===== src/rtl/vec_argmax_sink_if.sv =====
// Valid/ready bundle for vec_argmax_sink: word stream in, (index, max) result out.
// The slave modport is the sink's view; the master modport is the surrounding environment's view.
interface vec_argmax_sink_if #(
  parameter int M    = 4,
  parameter int T    = 16,
  parameter int logM = $clog2(M)
);
  logic                 s_valid;
  logic                 s_ready;
  logic signed [T-1:0]  data_in;
  logic                 m_valid;
  logic                 m_ready;
  logic [logM-1:0]      out_idx;
  logic signed [T-1:0]  out_max;

  modport slave (
    input  s_valid, data_in, m_ready,
    output s_ready, m_valid, out_idx, out_max
  );

  modport master (
    output s_valid, data_in, m_ready,
    input  s_ready, m_valid, out_idx, out_max
  );
endinterface


===== src/rtl/vec_argmax_sink.sv =====
// Streaming argmax over M-word signed vectors; one registered (index, max) result per vector.
// Define ARGMAX_SKID_EN to let the next vector stream in while a result is still pending.
module vec_argmax_sink #(
  parameter int M    = 4,
  parameter int T    = 16,
  parameter int logM = $clog2(M)
) (
  input  logic              clk,
  input  logic              reset,
  vec_argmax_sink_if.slave  bus
);

  localparam logic [0:0] ACCUM = 1'b0;
  localparam logic [0:0] FULL  = 1'b1;

  localparam logic [logM-1:0] CNT_LAST = logM'(M - 1);

  logic [0:0]           state;
  logic [0:0]           state_nxt;
  logic [logM-1:0]      cnt;
  logic signed [T-1:0]  best;
  logic [logM-1:0]      best_idx;
  logic signed [T-1:0]  res_max;
  logic [logM-1:0]      res_idx;

  logic                 last;
  logic                 accept;
  logic                 load;
  logic                 drain;
  logic signed [T-1:0]  cand;
  logic [logM-1:0]      cand_idx;

  assign last = (cnt == CNT_LAST);

`ifdef ARGMAX_SKID_EN
  // Only the word that would overwrite a pending, undrained result has to wait.
  assign bus.s_ready = !reset && (!last || (state == ACCUM) || bus.m_ready);
`else
  assign bus.s_ready = !reset && (state == ACCUM);
`endif

  assign accept = bus.s_valid && bus.s_ready;
  assign load   = accept && last;
  assign drain  = bus.m_valid && bus.m_ready;

  assign bus.m_valid = (state == FULL);
  assign bus.out_idx = res_idx;
  assign bus.out_max = res_max;

  // Running reduction: the first word seeds the compare; later words win only when strictly larger.
  // NOTE: every always_comb output gets a default first so no path can infer a latch.
  always_comb begin
    cand     = best;
    cand_idx = best_idx;
    if ((cnt == '0) || (bus.data_in > best)) begin
      cand     = bus.data_in;
      cand_idx = cnt;
    end
  end

  // A load on the same edge as a drain keeps the result register occupied.
  always_comb begin
    state_nxt = state;
    case (state)
      ACCUM:   if (load) state_nxt = FULL;
      FULL:    if (load) state_nxt = FULL;
               else if (drain) state_nxt = ACCUM;
      default: state_nxt = ACCUM;
    endcase
  end

  // NOTE: sequential state uses non-blocking assignments so every register samples pre-edge values.
  always_ff @(posedge clk) begin
    if (reset) begin
      state    <= ACCUM;
      cnt      <= '0;
      best     <= '0;
      best_idx <= '0;
      res_max  <= '0;
      res_idx  <= '0;
    end else begin
      state <= state_nxt;
      if (accept) begin
        cnt      <= last ? '0 : cnt + logM'(1);
        best     <= cand;
        best_idx <= cand_idx;
      end
      if (load) begin
        res_max <= cand;
        res_idx <= cand_idx;
      end
    end
  end

endmodule


===== src/flat_wrapper.sv =====
// flat-port wrapper written by rule: the top's interface ports become plain ports
module vec_argmax_sink_flat 
#(
  parameter int M    = 4,
  parameter int T    = 16,
  parameter int logM = $clog2(M)
)
  (clk, reset, bus_s_valid, bus_data_in, bus_m_ready, bus_s_ready, bus_m_valid, bus_out_idx, bus_out_max);
  vec_argmax_sink_if #(.M(M), .T(T), .logM(logM)) bus_i ();
  input  logic clk;
  input  logic reset;
  input wire logic [$bits(bus_i.s_valid)-1:0] bus_s_valid;
  input wire logic [$bits(bus_i.data_in)-1:0] bus_data_in;
  input wire logic [$bits(bus_i.m_ready)-1:0] bus_m_ready;
  output wire logic [$bits(bus_i.s_ready)-1:0] bus_s_ready;
  output wire logic [$bits(bus_i.m_valid)-1:0] bus_m_valid;
  output wire logic [$bits(bus_i.out_idx)-1:0] bus_out_idx;
  output wire logic [$bits(bus_i.out_max)-1:0] bus_out_max;
  assign bus_i.s_valid = bus_s_valid;
  assign bus_i.data_in = bus_data_in;
  assign bus_i.m_ready = bus_m_ready;
  assign bus_s_ready = bus_i.s_ready;
  assign bus_m_valid = bus_i.m_valid;
  assign bus_out_idx = bus_i.out_idx;
  assign bus_out_max = bus_i.out_max;
  vec_argmax_sink #(.M(M), .T(T), .logM(logM)) u_core (.clk(clk), .reset(reset), .bus(bus_i));
endmodule

===== config.mk =====
export PLATFORM = sky130hd
export DESIGN_NAME = vec_argmax_sink_flat
export DESIGN_NICKNAME = d
export VERILOG_FILES = /design/src/rtl/vec_argmax_sink_if.sv /design/src/rtl/vec_argmax_sink.sv /design/src/flat_wrapper.sv
export SDC_FILE = /design/constraint.sdc
export NUM_CORES = 1
export LEC_CHECK = 0
export BUFFER_PORTS_ARGS = -buffer_cell sky130_fd_sc_hd__buf_2
export CAP_MARGIN = 0
export CORE_AREA = 2 2 93 95
export DETAILED_ROUTE_END_ITERATION = 8
export DIE_AREA = 0 0 95 97
export SLEW_MARGIN = 10
export SYNTH_ARGS = -nofsm -noshare
export SYNTH_HDL_FRONTEND = slang
export SYNTH_SLANG_ARGS = --single-unit

===== constraint.sdc =====
create_clock -name clk -period 6.5 [get_ports clk]
set_input_delay 0.325 -clock clk [delete_from_list [all_inputs] [get_ports clk]]
set_output_delay 0.325 -clock clk [all_outputs]
set_load 0.005 [all_outputs]

==> results.md, run 1 <==
- Worst-skew pair later-pin latency: just under 0.3 ns
- Synth top area cells: dfxtp_1 39%, ha_1 11%, a22o_1 7.8%, a311oi_1 7.8%, o21ai_0 5.0%
- Fill count: slightly below 900
- Worst-Margin Slew: roughly 1 ns
- Setup TNS: 0 ns
- Clk slew on worst S/H paths: roughly 0.070 ns
- Compound-Gate Fraction of Synth Area: 28.3%
- LEAKAGE: 0.923 nW
- Sequential cell area fraction in the yosys report: just under 40%
- H-tree depth: 2
- Buffers added on ports: 39
- Worst flop-to-flop path startpoint: u_core.best[15]$_SDFFE_PP0P_
- DRC: 0
- Critical path required time: approximately 6.7 ns
- Post-synthesis instance total: ~220
- Setup Buffers After CTS: 0
- Vias per cell: between 4 and 5
- Diodes inserted: 0
- Post-Synth XOR/XNOR Area: 0%
- CP peak stage delay: ~0.87 ns
- Synthesized Nets: between 200 and 300
- GP Congestion: just over 0.8
- Main combinational cell family by area after synthesis: compound AO/OA/AOI/OAI gates
- P per Cell Area: roughly 230 mW/mm²
- CP Capture Point: u_core.best[4]$_SDFFE_PP0P_
- Final hold vios: 0
- Largest net degree at the start of global routing: 23
- Hold Buf Count CTS: 0
- Mapped cell area: between 0.002 and 0.0025 mm²
- Total gr overflow: 0
- DIE AREA: around 0.0092 mm²
- Achievable Freq: ~0.31 GHz
- Critical path's slowest cell: a31oi_2
- CP startpoint: u_core.best[15]$_SDFFE_PP0P_
- Post-Place Worst Slack: approximately 3.2 ns
- EDFF count, synth: 0
- Post-synthesis simple-gate area fraction: between 10 and 15%
- Max Cap Viol: 0
- Initial Util: 24.8%
- DRT Pass-1 Iters: 4
- Tcrit/Tclk final: about half
- Hold crit path type: in2reg
- Post-DP HPWL: approximately 3600 µm
- Area delta synth->final: 15.6%
- I/O pins: 40
- R2R setup slack: 3.29 ns
- Adder and majority cell fraction of the synthesized area: between 10 and 15%
- Routed vias: about 1,800
- Clock tree root buffer cell: clkbuf_8
- Slew margin rel.: between 30% and 40%
- GR Util All Layers: about 12%
- First-pass GRT wire length: roughly 9000 µm
- Max VDD drop: ~0.000087 V
- Max Root-Sink Buffers: 2
- Worst reg-to-reg path cell count: 8
- YS warnings: 0
- Arr. time, crit path: around 3.4 ns
- Main synth FF type: dfxtp_1
- Final setup margin: 3.29 ns
- Critical path startpoint category: flip-flop
- Die width: 95 µm
- Distinct cell type count after synthesis: 32
- Crit path kind: reg2reg
- Fraction of layout cells with a size suffix above 1: 20.0%
- Num rows: 33
- CTS tree: built
- Status: finished, final reports clean
- DRT antenna net count: 0
- Post-synthesis mux area share: 0%
- Final instance area: around 0.0023 mm²
- DR iter-0 viols: just under 70
- Clock Skews: roughly 0.0043 ns
- Util after Layout: 28.7%
- Final wirelength: 5010 µm
- CTS Sinks: 39
- Setup Viol. Count Final: 0
- Vias in the first global route: 1,834
- Placed Area: about 0.0023 mm²
- Critical path capture point type: flip-flop
- Die height: between 90 and 100 µm
- Most frequent cells after synthesis: 39 x dfxtp_1, 21 x nor2_1, 20 x inv_1, 20 x o21ai_0, 19 x nand3_1
- Average size of a mapped cell: 9.02 µm²
- RSZ-0062 raised after global routing: false
- Tmin final: between 3 and 4 ns
- Initial antenna violation count: 0
- Final net count: between 200 and 300
- Share of the synthesized area in the top cell type: between 30 and 40%
- TritonCTS Buffers: 5
- Critical path cell sequence: inv_1 -> ha_1 -> nand4_1 -> nor3_2 -> nand4_2 -> a31oi_2 -> a21oi_2 -> a22o_1
- Routed wire per std cell: ~14 µm
- Max FO, Critical Path: 19
- Core area: roughly 0.0081 mm²
- Final max-slew violation count: 0
- Flop and latch count out of synthesis: 39
- Reg2reg end: u_core.best[4]$_SDFFE_PP0P_
- Synth async-reset ratio: 0%
- Most numerous cell in the Yosys netlist: dfxtp_1
- Cell taking the most area after synthesis: dfxtp_1
- Post-CTS sizing: 0
- Fin Hold WS: ~0.28 ns
## worst min path at each step
stage,to,start,cells past startpoint,slack [ns]
floorplan,u_core.best_idx[0]$_SDFFE_PP0P_,u_core.best_idx[0]$_SDFFE_PP0P_,1,0.44
global placement,u_core.best_idx[0]$_SDFFE_PP0P_,u_core.best_idx[0]$_SDFFE_PP0P_,1,0.46
detailed placement,u_core.best_idx[0]$_SDFFE_PP0P_,u_core.best_idx[0]$_SDFFE_PP0P_,1,0.46
CTS,u_core.best[0]$_SDFFE_PP0P_,bus_data_in[0],2,0.28
global route,u_core.best[14]$_SDFFE_PP0P_,bus_data_in[14],2,0.28
finish,u_core.best[0]$_SDFFE_PP0P_,bus_data_in[0],2,0.28
## through the flow
stage	total power [mW]	cells
3_5_place_dp	0.390	354
4_1_cts	0.541	360
3_3_place_gp	0.385	354
2_1_floorplan	0.360	224
6_report	0.535	360
5_1_grt	0.570	360
## cell usage in the layout, fill, tap and decap left out, drive strengths merged, types with 2 or more instances in the layout
cell type / synthesis / final
buf: 8 / 40
o31ai: 2 / 2
dfxtp: 39 / 39
a311oi: 18 / 18
a22o: 18 / 18
o21ai: 20 / 20
a211oi: 2 / 2
a31o: 2 / 2
nor2: 21 / 21
nand3: 19 / 19
ha: 18 / 18
nand2b: 2 / 2
inv: 20 / 20
nand4: 3 / 3
clkbuf: 7 / 6
nand2: 7 / 7
a21oi: 8 / 8
a31oi: 2 / 2
## area by class of cell
class / count / area, µm² / share of cell area, %
multi-input cells: 150 / 1070 / 45.9
repair buffers: 40 / 203 / 8.68
flip-flops and latches: 39 / 781 / 33.4
clock buffers: 6 / 72.6 / 3.11
well taps: 105 / 131 / 5.63
inverters: 20 / 75.1 / 3.22
## flip-flops by register name, indices dropped and copies added, names as in the netlist
register	cells
u_core.best	16
u_core.best_idx	2
u_core.bus.m_valid	1
u_core.bus.out_idx	2
u_core.cnt	2
u_core.bus.out_max	16
## metal layers
layer	wire [µm]	track usage (%)	vias to the layer above
met2	2380	19.0	36
li1	-	-	893
met4	47	3.46	0
met3	240	3.04	4
met5	0	0	-
met1	2350	16.2	852
## where the power goes
group / internal [mW] / switching, mW / leakage, nW
Clock: 0.0715 / 0.0794 / 0.0371
Sequential: 0.254 / 0.0111 / 0.318
Combinational: 0.0427 / 0.0762 / 0.568
## cell families (layout without fill, tap and decap cells)
kind of cell | count (synthesis) | after routing
fa+ha+maj | 18 | 18
buf+inv | 35 | 66
flops | 39 | 39
simple gates | 57 | 57
compound gates | 75 | 75
## worst max-delay path: cells and delay by family (launching register included)
| family | cells | cell delay [ns] |
|---|---|---|
| AOI/OAI and AO/OA | 3 | 1.66 |
| adders and majority gates | 1 | 0.43 |
| DFF | 1 | 0.37 |
| buffers and inverters | 1 | 0.06 |
| and+or+nand+nor | 3 | 0.59 |
(Power assumes the default switching activity.)
==> run 2: changes to the inputs <==
--- a/config.mk
+++ b/config.mk
@@ -5,11 +5,12 @@
 export SDC_FILE = /design/constraint.sdc
 export NUM_CORES = 1
 export LEC_CHECK = 0
+export ABC_AREA = 1
 export BUFFER_PORTS_ARGS = -buffer_cell sky130_fd_sc_hd__buf_2
 export CAP_MARGIN = 0
-export CORE_AREA = 2 2 93 95
+export CORE_AREA = 2 2 102 104
 export DETAILED_ROUTE_END_ITERATION = 8
-export DIE_AREA = 0 0 95 97
+export DIE_AREA = 0 0 104 106
 export SLEW_MARGIN = 10
 export SYNTH_ARGS = -nofsm -noshare
 export SYNTH_HDL_FRONTEND = slang
==> constraint.sdc (replaced) <==
create_clock -name clk -period 2.8 [get_ports clk]
set_input_delay 0.14 -clock clk [delete_from_list [all_inputs] [get_ports clk]]
set_output_delay 0.14 -clock clk [all_outputs]
set_load 0.005 [all_outputs]
==> results.md, run 2 <==
- Sw Ratio: 34.9% (+3.8 points)
- Sequential cell area fraction in the yosys report: 32.1% (-6.6 points)
- Part of the power in registers: 41.5% (-8.0 points)
- Vias in the first global route: 1,919 (+4.6%)
- CTS tree: built
- DR iter-0 viols: 193 (+180%)
- Cell internal pwr: 0.977 mW (+170%)
- Fill count: 1,115 (+26%)
- Synth top area cells: dfxtp_1 32%, nand3_1 16%, inv_1 10%, nand2_1 9.9%, ha_1 9.2%
- Core area: 0.0100 mm² (+23%)
- DRT Pass-1 Iters: 4 (unchanged)
- NetSw: 0.525 mW (+210%)
- CP peak stage delay: 0.33 ns (-0.54 ns)
- Initial antenna violation count: 0 (unchanged)
- Hold Buf Count CTS: 0 (unchanged)
- Main combinational cell family by area after synthesis: simple AND/OR/NAND/NOR gates
- TritonCTS Buffers: 5 (unchanged)
- EDFF count, synth: 0 (unchanged)
- Largest net degree at the start of global routing: 37 (+61%)
- Arr. time, crit path: 2.44 ns (-0.95 ns)
- Buffers added on ports: 39 (unchanged)
- Final wirelength: 5640 µm (+13%)
- YS warnings: 0 (unchanged)
- Average size of a mapped cell: 6.90 µm² (-23%)
- Critical path capture point type: flip-flop
- Total gr overflow: 0 (unchanged)
- Post-synthesis instance total: 353 (+58%)
- Tcrit/Tclk final: 81.7% (+32 points)
- Post-synthesis mux area share: 0% (unchanged)
- Clock Power Share: 27.9% (-0.3 points)
- Most numerous cell in the Yosys netlist: nand3_1
- Cell taking the most area after synthesis: dfxtp_1
- Die width: 104 µm (+9.5%)
- Initial Util: 24.3% (-0.48 points)
- Main synth FF type: dfxtp_1
- DRT antenna net count: 0 (unchanged)
- Fraction of layout cells with a size suffix above 1: 17.8% (-2.2 points)
- GR Util All Layers: 10.4% (-1.7 points)
- Post-synthesis simple-gate area fraction: 32.2% (+19 points)
- Post-CTS sizing: 0 (unchanged)
- Gate power share: 30.6% (+8.4 points)
- Clk slew on worst S/H paths: 0.08 ns (about the same)
- Final hold vios: 0 (unchanged)
- First-pass GRT wire length: 9340 µm (+5.1%)
- Delay-heaviest family, CP: simple AND/OR/NAND/NOR gates
- Worst-skew pair later-pin latency: 0.29 ns (about the same)
- LEAKAGE: 1.44 nW (+56%)
- Most frequent CP cell: nand3_1
- Flop and latch count out of synthesis: 39 (unchanged)
- Area delta synth->final: 16.0%
- Post-Place Cells: 515 (+45%)
- Adder and majority cell fraction of the synthesized area: 9.25% (-1.9 points)
- Mapped cell area: 0.00243 mm² (+21%)
- Share of the synthesized area in the top cell type: 32.1% (-6.6 points)
- Setup TNS: 0 ns (unchanged)
- DRC: 0 (unchanged)
- Crit path kind: reg2reg
- Worst-Margin Slew: 0.745 ns (-0.266 ns)
- Routed wire per std cell: 10.8 µm (-22%)
- Die height: 106 µm (+9.3%)
- DIE AREA: 0.0110 mm² (+20%)
- Clock Skews: 0.00886 ns (+0.00454 ns)
- Setup Buffers After CTS: 0 (unchanged)
- P per Cell Area: 531 mW/mm² (+130%)
- Final net count: 424 (+44%)
- Distinct cell type count after synthesis: 23 (-28%)
- Max Root-Sink Buffers: 2 (unchanged)
- Synthesized Nets: 391 (+49%)
- Critical path's slowest cell: dfxtp_1
- Vias per cell: 4.27 (-14%)
- Compound-Gate Fraction of Synth Area: 11.4% (-17 points)
- Total power: 1.50 mW (+180%)
- Status: finished, final reports clean
- I/O pins: 40 (unchanged)
- Post-DP HPWL: 4110 µm (+15%)
- Critical path cell sequence: inv_1 -> ha_1 -> nand2_1 -> nor3_2 -> nand4_1 -> nand2_4 -> buf_4 -> nand3_1 -> nand3_1 -> o21ai_1
- Final cell count without fillers: 523 (+45%)
- Setup Viol. Count Final: 0 (unchanged)
- Most frequent cells after synthesis: 77 x nand3_1, 67 x inv_1, 64 x nand2_1, 39 x dfxtp_1, 19 x o21a_1
- Num rows: 37 (+12%)
- RSZ-0062 raised after global routing: false
- GP Congestion: 0.771 (-6.4%)
- Critical path startpoint category: flip-flop
- Routed vias: 2,233 (+25%)
- Synth async-reset ratio: 0% (unchanged)
- Diodes inserted: 0 (unchanged)
- Max FO, Critical Path: 20 (+1)
- Most frequent cells in the layout: 77 x nand3_1, 67 x inv_1, 64 x nand2_1, 39 x buf_2, 39 x dfxtp_1
- Slew margin rel.: 50.2% (+18 points)
- Max VDD drop: 0.000162 V (+85%)
- Most common cell after layout, fill and taps aside: nand3_1
- Post-Synth XOR/XNOR Area: 0% (unchanged)
- Achievable Freq: 0.437 GHz (+41%)
- Critical path required time: 2.95 ns (-3.73 ns)
- CTS Sinks: 39 (unchanged)
- Tmin final: 2.29 ns (-0.927 ns)
- Final max-slew violation count: 0 (unchanged)
- H-tree depth: 2 (unchanged)
- Max Cap Viol: 0 (unchanged)
- Hold crit path type: in2reg
- Clock tree root buffer cell: clkbuf_8
- CP bufs+invs: 2 (+1)
[run 2: cell count changes after synthesis, sizes merged, moves of 3 or more]
cell	delta
a21oi	-3
a22o	-18
a311oi	-18
o21a	+18
inv	+48
nand3	+58
clkbuf	+3
nor2	-16
nand2	+71
[run 2: cell families (layout without fill, tap and decap cells)]
| logic type | after synthesis | after routing |
|---|---|---|
| AO/OA/AOI/OAI | 46 | 46 |
| adder cells (fa/ha/maj) | 18 | 18 |
| buffers and inverters | 86 | 120 |
| flip-flops | 39 | 39 |
| AND/OR/NAND/NOR | 164 | 164 |
[run 2: area by class of cell]
class / count / area (µm²) / area share, %
well taps: 136 / 170 / 6.02
repair buffers: 44 / 233 / 8.24
inverters: 68 / 255 / 9.03
clock buffers: 8 / 100 / 3.54
multi-input cells: 228 / 1290 / 45.5
flip-flops and latches: 39 / 781 / 27.6
[run 2: path summary, 6_finish.rpt]
| path | slack (ns) | cells past startpoint | from | end |
|---|---|---|---|---|
| worst min register to register | 0.48 | 2 | u_core.best_idx[1]$_SDFFE_PP0P_ | u_core.best_idx[1]$_SDFFE_PP0P_ |
| worst max-delay path | 0.51 | 10 | u_core.best[15]$_SDFFE_PP0P_ | u_core.best[4]$_SDFFE_PP0P_ |
| worst max register to register | 0.51 | 10 | u_core.best[15]$_SDFFE_PP0P_ | u_core.best[4]$_SDFFE_PP0P_ |
| worst min-delay path | 0.16 | 3 | bus_m_ready | u_core.bus.m_valid$_SDFF_PP0_ |
[run 2: through the flow]
stage	instance area (µm²)	hold WS (ns)	worst slack (ns)	util [%]
CTS	2830	0.153	0.464	28.3
finish	2830	0.162	0.514	28.3
floorplan	2430	0.314	0.959	-
detailed placement	2730	0.468	0.475	27.3
global route	2830	0.173	0.307	28.3
global placement	2730	0.464	0.539	27.3
[run 2: routing by layer]
layer	share of wire, %	vias up	routed length (µm)	GRT usage [%]
met3	5.7	6	324	3.00
met5	0	-	0	0
met1	47	990	2650	13.8
met4	1.8	0	102	4.34
li1	-	1190	-	-
met2	45	47	2560	15.6
[run 2: worst reg2reg max path: stages (launching register included)]
cell and delay, ns:
dfxtp_1 0.33, inv_1 0.07, ha_1 0.32, nand2_1 0.11
nor3_2 0.26, nand4_1 0.22, nand2_4 0.28, buf_4 0.28
nand3_1 0.10, nand3_1 0.09, o21ai_1 0.08
[run 2: power groups by stage]
stage          clock network, mW  registers [mW]  logic [mW]
6_report                   0.418           0.623       0.460
5_1_grt                    0.467           0.628       0.527
4_1_cts                    0.438           0.623       0.466
3_5_place_dp                   0           0.636       0.465
3_3_place_gp                   0           0.634       0.450
2_1_floorplan                  0           0.631       0.391
